`config.mk`:
```
export PLATFORM = sky130hd
export DESIGN_NAME = uart_rx_packet_ctrl_flat
export DESIGN_NICKNAME = d
export VERILOG_FILES = /design/src/rtl/uart_pkt_pkg.sv /design/src/rtl/uart_rx_packet_ctrl_if.sv /design/src/rtl/uart_pkt_timeout.sv /design/src/rtl/uart_rx_packet_ctrl.sv /design/src/flat_wrapper.sv
export SDC_FILE = /design/constraint.sdc
export NUM_CORES = 1
export LEC_CHECK = 0
export ABC_AREA = 1
export BUFFER_PORTS_ARGS = -buffer_cell sky130_fd_sc_hd__buf_2
export CAP_MARGIN = 20
export CORE_ASPECT_RATIO = 0.5
export CORE_MARGIN = 2
export CORE_UTILIZATION = 58
export DETAILED_ROUTE_END_ITERATION = 6
export PLACE_DENSITY = 0.82
export RECOVER_POWER = 100
export SLEW_MARGIN = 20
export SYNTH_ARGS = -nofsm -noshare
export SYNTH_HDL_FRONTEND = slang
export SYNTH_HIERARCHICAL = 1
export SYNTH_SLANG_ARGS = --single-unit
```
`constraint.sdc`:
```
create_clock -name i_clk -period 2.6 [get_ports i_clk]
set_clock_uncertainty 0.15 [all_clocks]
set_input_delay 0.13 -clock i_clk [delete_from_list [all_inputs] [get_ports i_clk]]
set_output_delay 0.13 -clock i_clk [all_outputs]
set_load 0.05 [all_outputs]
```
`src/rtl/uart_pkt_pkg.sv`:
```
// Shared definitions for the UART packet receive controller.
//   - FSM state encoding (IDLE / LEN / PAYLOAD / CSUM)
//   - error codes reported on o_err_code
//   - default start-of-packet marker
//   - helper for the payload index width
package uart_pkt_pkg;

  typedef enum logic [1:0] {
    StIdle    = 2'd0,
    StLen     = 2'd1,
    StPayload = 2'd2,
    StCsum    = 2'd3
  } pkt_state_e;

  typedef enum logic [1:0] {
    ErrNone    = 2'd0,
    ErrLen     = 2'd1,
    ErrTimeout = 2'd2,
    ErrCsum    = 2'd3
  } pkt_err_e;

  localparam logic [7:0] DefaultSyncByte = 8'hA5;

  // Index width for payloads of up to max_len bytes (never below 1 bit).
  function automatic int unsigned idx_width(input int unsigned max_len);
    return (max_len > 1) ? $clog2(max_len) : 1;
  endfunction

endpackage

```
`src/rtl/uart_rx_packet_ctrl_if.sv`:
```
// Byte-in / payload-out bundle of the UART packet controller.
//   master : UART byte receiver + payload consumer side
//            drives i_rx_dv/i_rx_byte, observes all o_* signals
//   slave  : uart_rx_packet_ctrl
//            i_rx_dv/i_rx_byte in; o_pld_dv, o_pld_byte, o_pld_idx, o_pkt_done,
//            o_pkt_err, o_err_code, o_busy out
interface uart_rx_packet_ctrl_if #(
  parameter int unsigned MAX_LEN = 16
) ();
  import uart_pkt_pkg::*;

  localparam int unsigned IW = idx_width(MAX_LEN);

  logic          i_rx_dv;
  logic [7:0]    i_rx_byte;
  logic          o_pld_dv;
  logic [7:0]    o_pld_byte;
  logic [IW-1:0] o_pld_idx;
  logic          o_pkt_done;
  logic          o_pkt_err;
  logic [1:0]    o_err_code;
  logic          o_busy;

  modport master (
    output i_rx_dv, i_rx_byte,
    input  o_pld_dv, o_pld_byte, o_pld_idx, o_pkt_done, o_pkt_err, o_err_code, o_busy
  );

  modport slave (
    input  i_rx_dv, i_rx_byte,
    output o_pld_dv, o_pld_byte, o_pld_idx, o_pkt_done, o_pkt_err, o_err_code, o_busy
  );

endinterface

```
`src/rtl/uart_pkt_timeout.sv`:
```
// Inter-byte timeout for the packet controller: loadable down-counter.
//   i_clk, i_rst : clock, asynchronous active-high reset
//   clear_i      : reload to TIMEOUT_CLKS-1 (has priority over counting)
//   enable_i     : count down one per clock while set
//   expired_o    : combinational pulse, counter at zero while enabled and not cleared
module uart_pkt_timeout #(
  parameter int unsigned TIMEOUT_CLKS = 4340
) (
  input  logic i_clk,
  input  logic i_rst,
  input  logic clear_i,
  input  logic enable_i,
  output logic expired_o
);

  localparam int unsigned CW = (TIMEOUT_CLKS > 1) ? $clog2(TIMEOUT_CLKS) : 1;
  localparam logic [CW-1:0] LoadVal = CW'(TIMEOUT_CLKS - 1);

  logic [CW-1:0] cnt_q, cnt_d;

  always_comb begin
    cnt_d = cnt_q;
    if (clear_i) begin
      cnt_d = LoadVal;
    end else if (enable_i && (cnt_q != '0)) begin
      cnt_d = cnt_q - CW'(1);
    end
  end

  always_ff @(posedge i_clk or posedge i_rst) begin
    if (i_rst) begin
      cnt_q <= LoadVal;
    end else begin
      cnt_q <= cnt_d;
    end
  end

  // A byte arriving on the expiry cycle clears the counter, so it wins over the timeout.
  assign expired_o = enable_i && !clear_i && (cnt_q == '0);

endmodule

```
`src/rtl/uart_rx_packet_ctrl.sv`:
```
// Packet framer behind the UART byte receiver.
// Frames [SYNC][LEN][PAYLOAD x LEN][CSUM?], streams payload bytes with their index,
// pulses o_pkt_done / o_pkt_err per packet and aborts on inter-byte timeout.
//   i_clk, i_rst : clock, asynchronous active-high reset
//   pkt_io       : uart_rx_packet_ctrl_if.slave (byte strobe in, payload/status out)
// Build option: define UART_PKT_CHECKSUM_EN to expect a trailing checksum byte
// (XOR of LEN and all payload bytes). Without it there is no CSUM state and
// error code 3 is never produced.
// All responses are registered and appear one clock after the causing strobe.
module uart_rx_packet_ctrl
  import uart_pkt_pkg::*;
#(
  parameter logic [7:0]  SYNC_BYTE    = DefaultSyncByte,
  parameter int unsigned MAX_LEN      = 16,
  parameter int unsigned TIMEOUT_CLKS = 4340
) (
  input  logic                  i_clk,
  input  logic                  i_rst,
  uart_rx_packet_ctrl_if.slave  pkt_io
);

  localparam int unsigned IW = idx_width(MAX_LEN);

  pkt_state_e    state_q, state_d;
  logic [7:0]    len_q, len_d;
  logic [IW-1:0] idx_q, idx_d;
`ifdef UART_PKT_CHECKSUM_EN
  logic [7:0]    csum_q, csum_d;
`endif

  logic          pld_dv_q, pld_dv_d;
  logic [7:0]    pld_byte_q, pld_byte_d;
  logic [IW-1:0] pld_idx_q, pld_idx_d;
  logic          done_q, done_d;
  logic          err_q, err_d;
  pkt_err_e      err_code_q, err_code_d;

  logic       rx_dv;
  logic [7:0] rx_byte;
  logic       is_sync;
  logic       len_bad;
  logic       last_byte;
  logic       tmo_clr, tmo_en, tmo_expired;

  assign rx_dv     = pkt_io.i_rx_dv;
  assign rx_byte   = pkt_io.i_rx_byte;
  assign is_sync   = rx_dv && (rx_byte == SYNC_BYTE);
  assign len_bad   = (rx_byte == 8'd0) || (32'(rx_byte) > MAX_LEN);
  assign last_byte = ((32'(idx_q) + 32'd1) == 32'(len_q));

  // Held loaded while idle; every accepted byte restarts the inter-byte window.
  assign tmo_clr = rx_dv || (state_q == StIdle);
  assign tmo_en  = (state_q != StIdle);

  uart_pkt_timeout #(
    .TIMEOUT_CLKS (TIMEOUT_CLKS)
  ) u_timeout (
    .i_clk     (i_clk),
    .i_rst     (i_rst),
    .clear_i   (tmo_clr),
    .enable_i  (tmo_en),
    .expired_o (tmo_expired)
  );

  // State register.
  always_ff @(posedge i_clk or posedge i_rst) begin
    if (i_rst) begin
      state_q <= StIdle;
    end else begin
      state_q <= state_d;
    end
  end

  // Next-state logic.
  always_comb begin
    state_d = state_q;
    unique case (state_q)
      StIdle: begin
        if (is_sync) state_d = StLen;
      end
      StLen: begin
        if (rx_dv) begin
          state_d = len_bad ? StIdle : StPayload;
        end else if (tmo_expired) begin
          state_d = StIdle;
        end
      end
      StPayload: begin
        if (rx_dv) begin
          if (last_byte) begin
`ifdef UART_PKT_CHECKSUM_EN
            state_d = StCsum;
`else
            state_d = StIdle;
`endif
          end
        end else if (tmo_expired) begin
          state_d = StIdle;
        end
      end
`ifdef UART_PKT_CHECKSUM_EN
      StCsum: begin
        if (rx_dv || tmo_expired) state_d = StIdle;
      end
`endif
      default: state_d = StIdle;
    endcase
  end

  // Output and datapath next-state logic.
  always_comb begin
    len_d      = len_q;
    idx_d      = idx_q;
    pld_dv_d   = 1'b0;
    pld_byte_d = pld_byte_q;
    pld_idx_d  = pld_idx_q;
    done_d     = 1'b0;
    err_d      = 1'b0;
    err_code_d = err_code_q;
`ifdef UART_PKT_CHECKSUM_EN
    csum_d     = csum_q;
`endif
    unique case (state_q)
      StIdle: begin
        if (is_sync) err_code_d = ErrNone;
      end
      StLen: begin
        if (rx_dv) begin
          if (len_bad) begin
            err_d      = 1'b1;
            err_code_d = ErrLen;
          end else begin
            len_d = rx_byte;
            idx_d = '0;
`ifdef UART_PKT_CHECKSUM_EN
            csum_d = rx_byte;
`endif
          end
        end else if (tmo_expired) begin
          err_d      = 1'b1;
          err_code_d = ErrTimeout;
        end
      end
      StPayload: begin
        if (rx_dv) begin
          pld_dv_d   = 1'b1;
          pld_byte_d = rx_byte;
          pld_idx_d  = idx_q;
`ifdef UART_PKT_CHECKSUM_EN
          csum_d = csum_q ^ rx_byte;
`endif
          if (last_byte) begin
`ifndef UART_PKT_CHECKSUM_EN
            done_d = 1'b1;
`endif
          end else begin
            // Only advance below LEN-1 so the index cannot wrap at MAX_LEN.
            idx_d = idx_q + IW'(1);
          end
        end else if (tmo_expired) begin
          err_d      = 1'b1;
          err_code_d = ErrTimeout;
        end
      end
`ifdef UART_PKT_CHECKSUM_EN
      StCsum: begin
        if (rx_dv) begin
          if (rx_byte == csum_q) begin
            done_d = 1'b1;
          end else begin
            err_d      = 1'b1;
            err_code_d = ErrCsum;
          end
        end else if (tmo_expired) begin
          err_d      = 1'b1;
          err_code_d = ErrTimeout;
        end
      end
`endif
      default: ;
    endcase
  end

  always_ff @(posedge i_clk or posedge i_rst) begin
    if (i_rst) begin
      len_q      <= '0;
      idx_q      <= '0;
      pld_dv_q   <= 1'b0;
      pld_byte_q <= '0;
      pld_idx_q  <= '0;
      done_q     <= 1'b0;
      err_q      <= 1'b0;
      err_code_q <= ErrNone;
`ifdef UART_PKT_CHECKSUM_EN
      csum_q     <= '0;
`endif
    end else begin
      len_q      <= len_d;
      idx_q      <= idx_d;
      pld_dv_q   <= pld_dv_d;
      pld_byte_q <= pld_byte_d;
      pld_idx_q  <= pld_idx_d;
      done_q     <= done_d;
      err_q      <= err_d;
      err_code_q <= err_code_d;
`ifdef UART_PKT_CHECKSUM_EN
      csum_q     <= csum_d;
`endif
    end
  end

  assign pkt_io.o_pld_dv   = pld_dv_q;
  assign pkt_io.o_pld_byte = pld_byte_q;
  assign pkt_io.o_pld_idx  = pld_idx_q;
  assign pkt_io.o_pkt_done = done_q;
  assign pkt_io.o_pkt_err  = err_q;
  assign pkt_io.o_err_code = err_code_q;
  assign pkt_io.o_busy     = (state_q != StIdle);

endmodule

```
`src/flat_wrapper.sv`:
```
// flat-port wrapper written by rule: the top's interface ports become plain ports
module uart_rx_packet_ctrl_flat import uart_pkt_pkg::*;
#(
  parameter logic [7:0]  SYNC_BYTE    = DefaultSyncByte,
  parameter int unsigned MAX_LEN      = 16,
  parameter int unsigned TIMEOUT_CLKS = 4340
)
  (i_clk, i_rst, pkt_io_i_rx_dv, pkt_io_i_rx_byte, pkt_io_o_pld_dv, pkt_io_o_pld_byte, pkt_io_o_pld_idx, pkt_io_o_pkt_done, pkt_io_o_pkt_err, pkt_io_o_err_code, pkt_io_o_busy);
  uart_rx_packet_ctrl_if #(.MAX_LEN(MAX_LEN)) pkt_io_i ();
  input  logic i_clk;
  input  logic i_rst;
  input wire logic [$bits(pkt_io_i.i_rx_dv)-1:0] pkt_io_i_rx_dv;
  input wire logic [$bits(pkt_io_i.i_rx_byte)-1:0] pkt_io_i_rx_byte;
  output wire logic [$bits(pkt_io_i.o_pld_dv)-1:0] pkt_io_o_pld_dv;
  output wire logic [$bits(pkt_io_i.o_pld_byte)-1:0] pkt_io_o_pld_byte;
  output wire logic [$bits(pkt_io_i.o_pld_idx)-1:0] pkt_io_o_pld_idx;
  output wire logic [$bits(pkt_io_i.o_pkt_done)-1:0] pkt_io_o_pkt_done;
  output wire logic [$bits(pkt_io_i.o_pkt_err)-1:0] pkt_io_o_pkt_err;
  output wire logic [$bits(pkt_io_i.o_err_code)-1:0] pkt_io_o_err_code;
  output wire logic [$bits(pkt_io_i.o_busy)-1:0] pkt_io_o_busy;
  assign pkt_io_i.i_rx_dv = pkt_io_i_rx_dv;
  assign pkt_io_i.i_rx_byte = pkt_io_i_rx_byte;
  assign pkt_io_o_pld_dv = pkt_io_i.o_pld_dv;
  assign pkt_io_o_pld_byte = pkt_io_i.o_pld_byte;
  assign pkt_io_o_pld_idx = pkt_io_i.o_pld_idx;
  assign pkt_io_o_pkt_done = pkt_io_i.o_pkt_done;
  assign pkt_io_o_pkt_err = pkt_io_i.o_pkt_err;
  assign pkt_io_o_err_code = pkt_io_i.o_err_code;
  assign pkt_io_o_busy = pkt_io_i.o_busy;
  uart_rx_packet_ctrl #(.SYNC_BYTE(SYNC_BYTE), .MAX_LEN(MAX_LEN), .TIMEOUT_CLKS(TIMEOUT_CLKS)) u_core (.i_clk(i_clk), .i_rst(i_rst), .pkt_io(pkt_io_i));
endmodule
```
==> run_results.csv <==
group,metric,value,unit
run_status,status,"finished with violations",
run_status,violations,"max-capacitance violations, max-slew violations",
drt,ant_nets,0,
pwr,leakagePower,1.50,nW
hold_path,hp-class,"input port to register",
cells_and_area,area_growth,11.2,%
setup_path,r2r_end,"u_core/u_timeout/cnt_q[11]",
timing,rsz0062_at_grt,"no",
synthesis,yosysWarnings,6,
synthesis,synth_seq_cells,44,
clocking,cts_made_buffers,5,
drt,wl,5420,um
grt,grt_pass1_vias,2073,
timing,final-hold-violation-count,0,
cells_and_area,fin_util,0.695,
synthesis,seq_area_frac_synth,0.441,
floorplan,die_area,4910,sq um
timing,fmax,453,MHz
placed_design,dp_hpwl,3810,um
placed_design,port-buffer-count,28,
timing,slew_headroom,-0.0652,
clocking,clock-sinks,44,
cells_and_area,n_fill_cell,350,
clocking,post_cts_buffers,0,
setup_path,rr_worst_depth,9,
grt,grt_antenna_before_repair,0,
setup_path,crit_path_cell_trace,"inv_1 > ha_1 > inv_1 > nand2_1 > inv_1 > nand2_1 > inv_1 > nand2_1 > nand2_1",
floorplan,coreArea,4020,sq um
setup_path,r2r_start,"u_core/state_q[0]",
timing,finalCritPeriodShare,0.850,
floorplan,die_h,50.6,um
synthesis,syn-num-nets,353,
drt,vias_per_cell,5.28,
drt,first_iter_violations,141,
drt,drc_errors,0,
timing,setup_tns,0,ps
floorplan,die_w,97.1,um
setup_path,end_kind,"register",
hold_path,hp-start,"pkt_io_i_rx_byte[4]",
synthesis,yosysUniqueCellTypes,28,
setup_path,cp.required,2680,ps
grt,grt_max_degree,32,
placed_design,place.gp.congestion,0.875,
setup_path,reg2reg_slack,390,ps
synthesis,synthCells,334,
setup_path,path_class,"register to register",
setup_path,path_max_fanout,12,
placed_design,dpl_worst_slack,484,ps
setup_path,worstPathArrival,2290,ps
timing,fin_crit,2210,ps
synthesis,yosys-top-cells-area,"dfrtp_1 (37%), nand2_1 (16%), dfstp_2 (7.3%)",
floorplan,rows,16,
timing,setup_slack,390,ps
timing,worstMarginPinSlew,1600,ps
cells_and_area,final_layout_size_suffix_gt1_frac,0.0987,
synthesis,yosys.area.top_type,"dfrtp_1",
synthesis,syn-cell-area,2510,sq um
hold_path,whs_endpoint,"u_core/len_q[4]",
clocking,cts.path.max_buffers,2,
job,cap_violations,1,
synthesis,synth_top_area_frac,0.368,
hold_path,worstHoldPathCells,3,
clocking,root_buffer,"clkbuf_8",
drt,first_pass_iters,5,
timing,report.final.slew_viol_count,32,
clocking,clock_latency,300,ps
pwr,peakVddDrop,0.000356,V
pwr,power_density,778,nW/um^2
floorplan,ioPinCount,29,
cells_and_area,finalNetCount,394,
clocking,clk_pin_slew,80,ps
timing,setup_viol,0,
setup_path,startpoint_type,"register",
drt,vias,2264,
setup_path,critPathMaxStageDelay,460,ps
drt,post_drt_wl_per_cell,12.6,um
floorplan,start_util,0.625,
clocking,cts_tree,"yes",
setup_path,cp_slowest_cell,"dfrtp_1",
cells_and_area,diodes,0,
grt,grtUsageTotal,0.233,
synthesis,syn_area_per_cell,7.53,sq um
clocking,h-tree-depth,2,
grt,grt_overflow_total,0,
grt,grt_pass1_wl,9070,um
==> worst max-delay path by stage <==
stage / from / end / slack, ps / cells after the start
finish: u_core/state_q[0] / u_core/u_timeout/cnt_q[11] / 390 / 9
global route: u_core/state_q[1] / u_core/u_timeout/cnt_q[11] / 170 / 9
CTS: u_core/state_q[0] / u_core/state_q[1] / 490 / 10
detailed placement: u_core/state_q[0] / u_core/pkt_io.o_err_code[1] / 480 / 11
global placement: u_core/state_q[0] / u_core/pkt_io.o_err_code[1] / 640 / 11
floorplan: u_core/state_q[0] / u_core/pkt_io.o_err_code[1] / 400 / 11
==> where the power goes <==
part	switching [mW]	internal (mW)
sequential	0.110	0.833
combinational	0.604	0.222
clock	0.228	0.182
==> metrics by stage <==
step | hold slack [ps] | instances | area [sq um] | total power [mW]
CTS | 26.1 | 429 | 2880 | 2.25
global placement | 37.5 | 414 | 2720 | 1.80
detailed placement | 45.5 | 414 | 2720 | 1.83
global route | 60.3 | 429 | 2800 | 2.32
finish | 38.2 | 429 | 2800 | 2.18
floorplan | -148 | 334 | 2510 | 1.64
==> area by class of cell <==
type | instances | area [sq um] | area share
repair buffers | 39 | 211 | 0.0756
clock buffers | 5 | 68.8 | 0.0246
well taps | 54 | 67.6 | 0.0242
inverters | 49 | 184 | 0.0657
multi-input cells | 236 | 1140 | 0.409
clock inverters | 2 | 12.5 | 0.00447
flip-flops and latches | 44 | 1110 | 0.397
==> cell usage in the layout (no fill, tap or decap) <==
cell           synthesis  final
nor2_1                24     25
nand2_1              108    109
dfstp_2                7      7
buf_4                  0      1
o21ai_0               18     23
nand2_4                3      2
buf_2                  2      9
clkinv_1               1      1
xnor2_1                1      1
or2_2                  1      1
o211ai_1               1      1
clkinvlp_4             0      1
o21ai_1                1      1
nor3_1                 5      5
clkinv_2               0      1
o21ai_2                6      1
nand4_1               13     14
clkbuf_1               2     21
nand3_1               30     30
nor2_4                 3      2
dfrtp_1               37     37
clkbuf_8               0      5
a21oi_1                4      4
dlygate4sd3_1          0      8
ha_1                   8      8
inv_1                 47     47
xor2_1                 2      2
inv_2                  1      1
nor2_2                 2      2
and3_1                 1      1
nand2_2                4      4
==> metal layers <==
metal | global-route usage | wire (um) | vias up | share of wire
li1 | - | - | 1133 | -
met2 | 0.418 | 2680 | 76 | 0.49
met4 | 0.0915 | 105 | 0 | 0.019
met1 | 0.280 | 2410 | 1037 | 0.44
met5 | 0 | 0 | - | 0
met3 | 0.0501 | 231 | 18 | 0.043
==> Yosys cell counts <==
master and instances:
a21oi_1 4, and3_1 1, buf_2 2, buf_6 1, clkbuf_1 2, clkinv_1 1, dfrtp_1 37, dfstp_2 7
ha_1 8, inv_1 47, inv_2 1, nand2_1 108, nand2_2 4, nand2_4 3, nand3_1 30, nand4_1 13
nand4_4 1, nor2_1 24, nor2_2 2, nor2_4 3, nor3_1 5, o211ai_1 1, o21ai_0 18, o21ai_1 1
o21ai_2 6, or2_2 1, xnor2_1 1, xor2_1 2
==> registers in the layout, summed over array words and instances, names as in the netlist <==
register / flops
u_core/idx_q: 4
u_core/state_q: 2
u_core/pkt_io.o_pkt_done: 1
u_core/pkt_io.o_pld_byte: 8
u_core/pkt_io.o_pld_idx: 4
u_core/u_timeout/cnt_q: 13
u_core/pkt_io.o_pkt_err: 1
u_core/pkt_io.o_pld_dv: 1
u_core/pkt_io.o_err_code: 2
u_core/len_q: 8
==> critical path: cells and delay by family (launching register included) <==
kind | cells | cell delay [ps]
flip-flops | 1 | 460
AND/OR/NAND/NOR | 4 | 570
adder cells (fa/ha/maj) | 1 | 230
buffers and inverters | 4 | 740
==> logic make-up (layout without fill, tap and decap cells) <==
logic type / Yosys count / in the layout / synth area share
AO/OA/AOI/OAI: 30 / 30 / 0.0697
XOR/XNOR: 3 / 3 / 0.0104
adder cells (fa/ha/maj): 8 / 8 / 0.0398
buffers and inverters: 54 / 95 / 0.0846
flip-flops: 44 / 44 / 0.441
AND/OR/NAND/NOR: 195 / 195 / 0.354
==> repair_timing <==
action / 4_1_cts / 5_1_grt
hold buffers: 8 / 0
endpoints found under the setup margin: 0 / 0
gates resized for setup: 0 / 0
hold endpoints to repair: 47 / 0
Note: power is estimated with default switching activity, not from simulation.
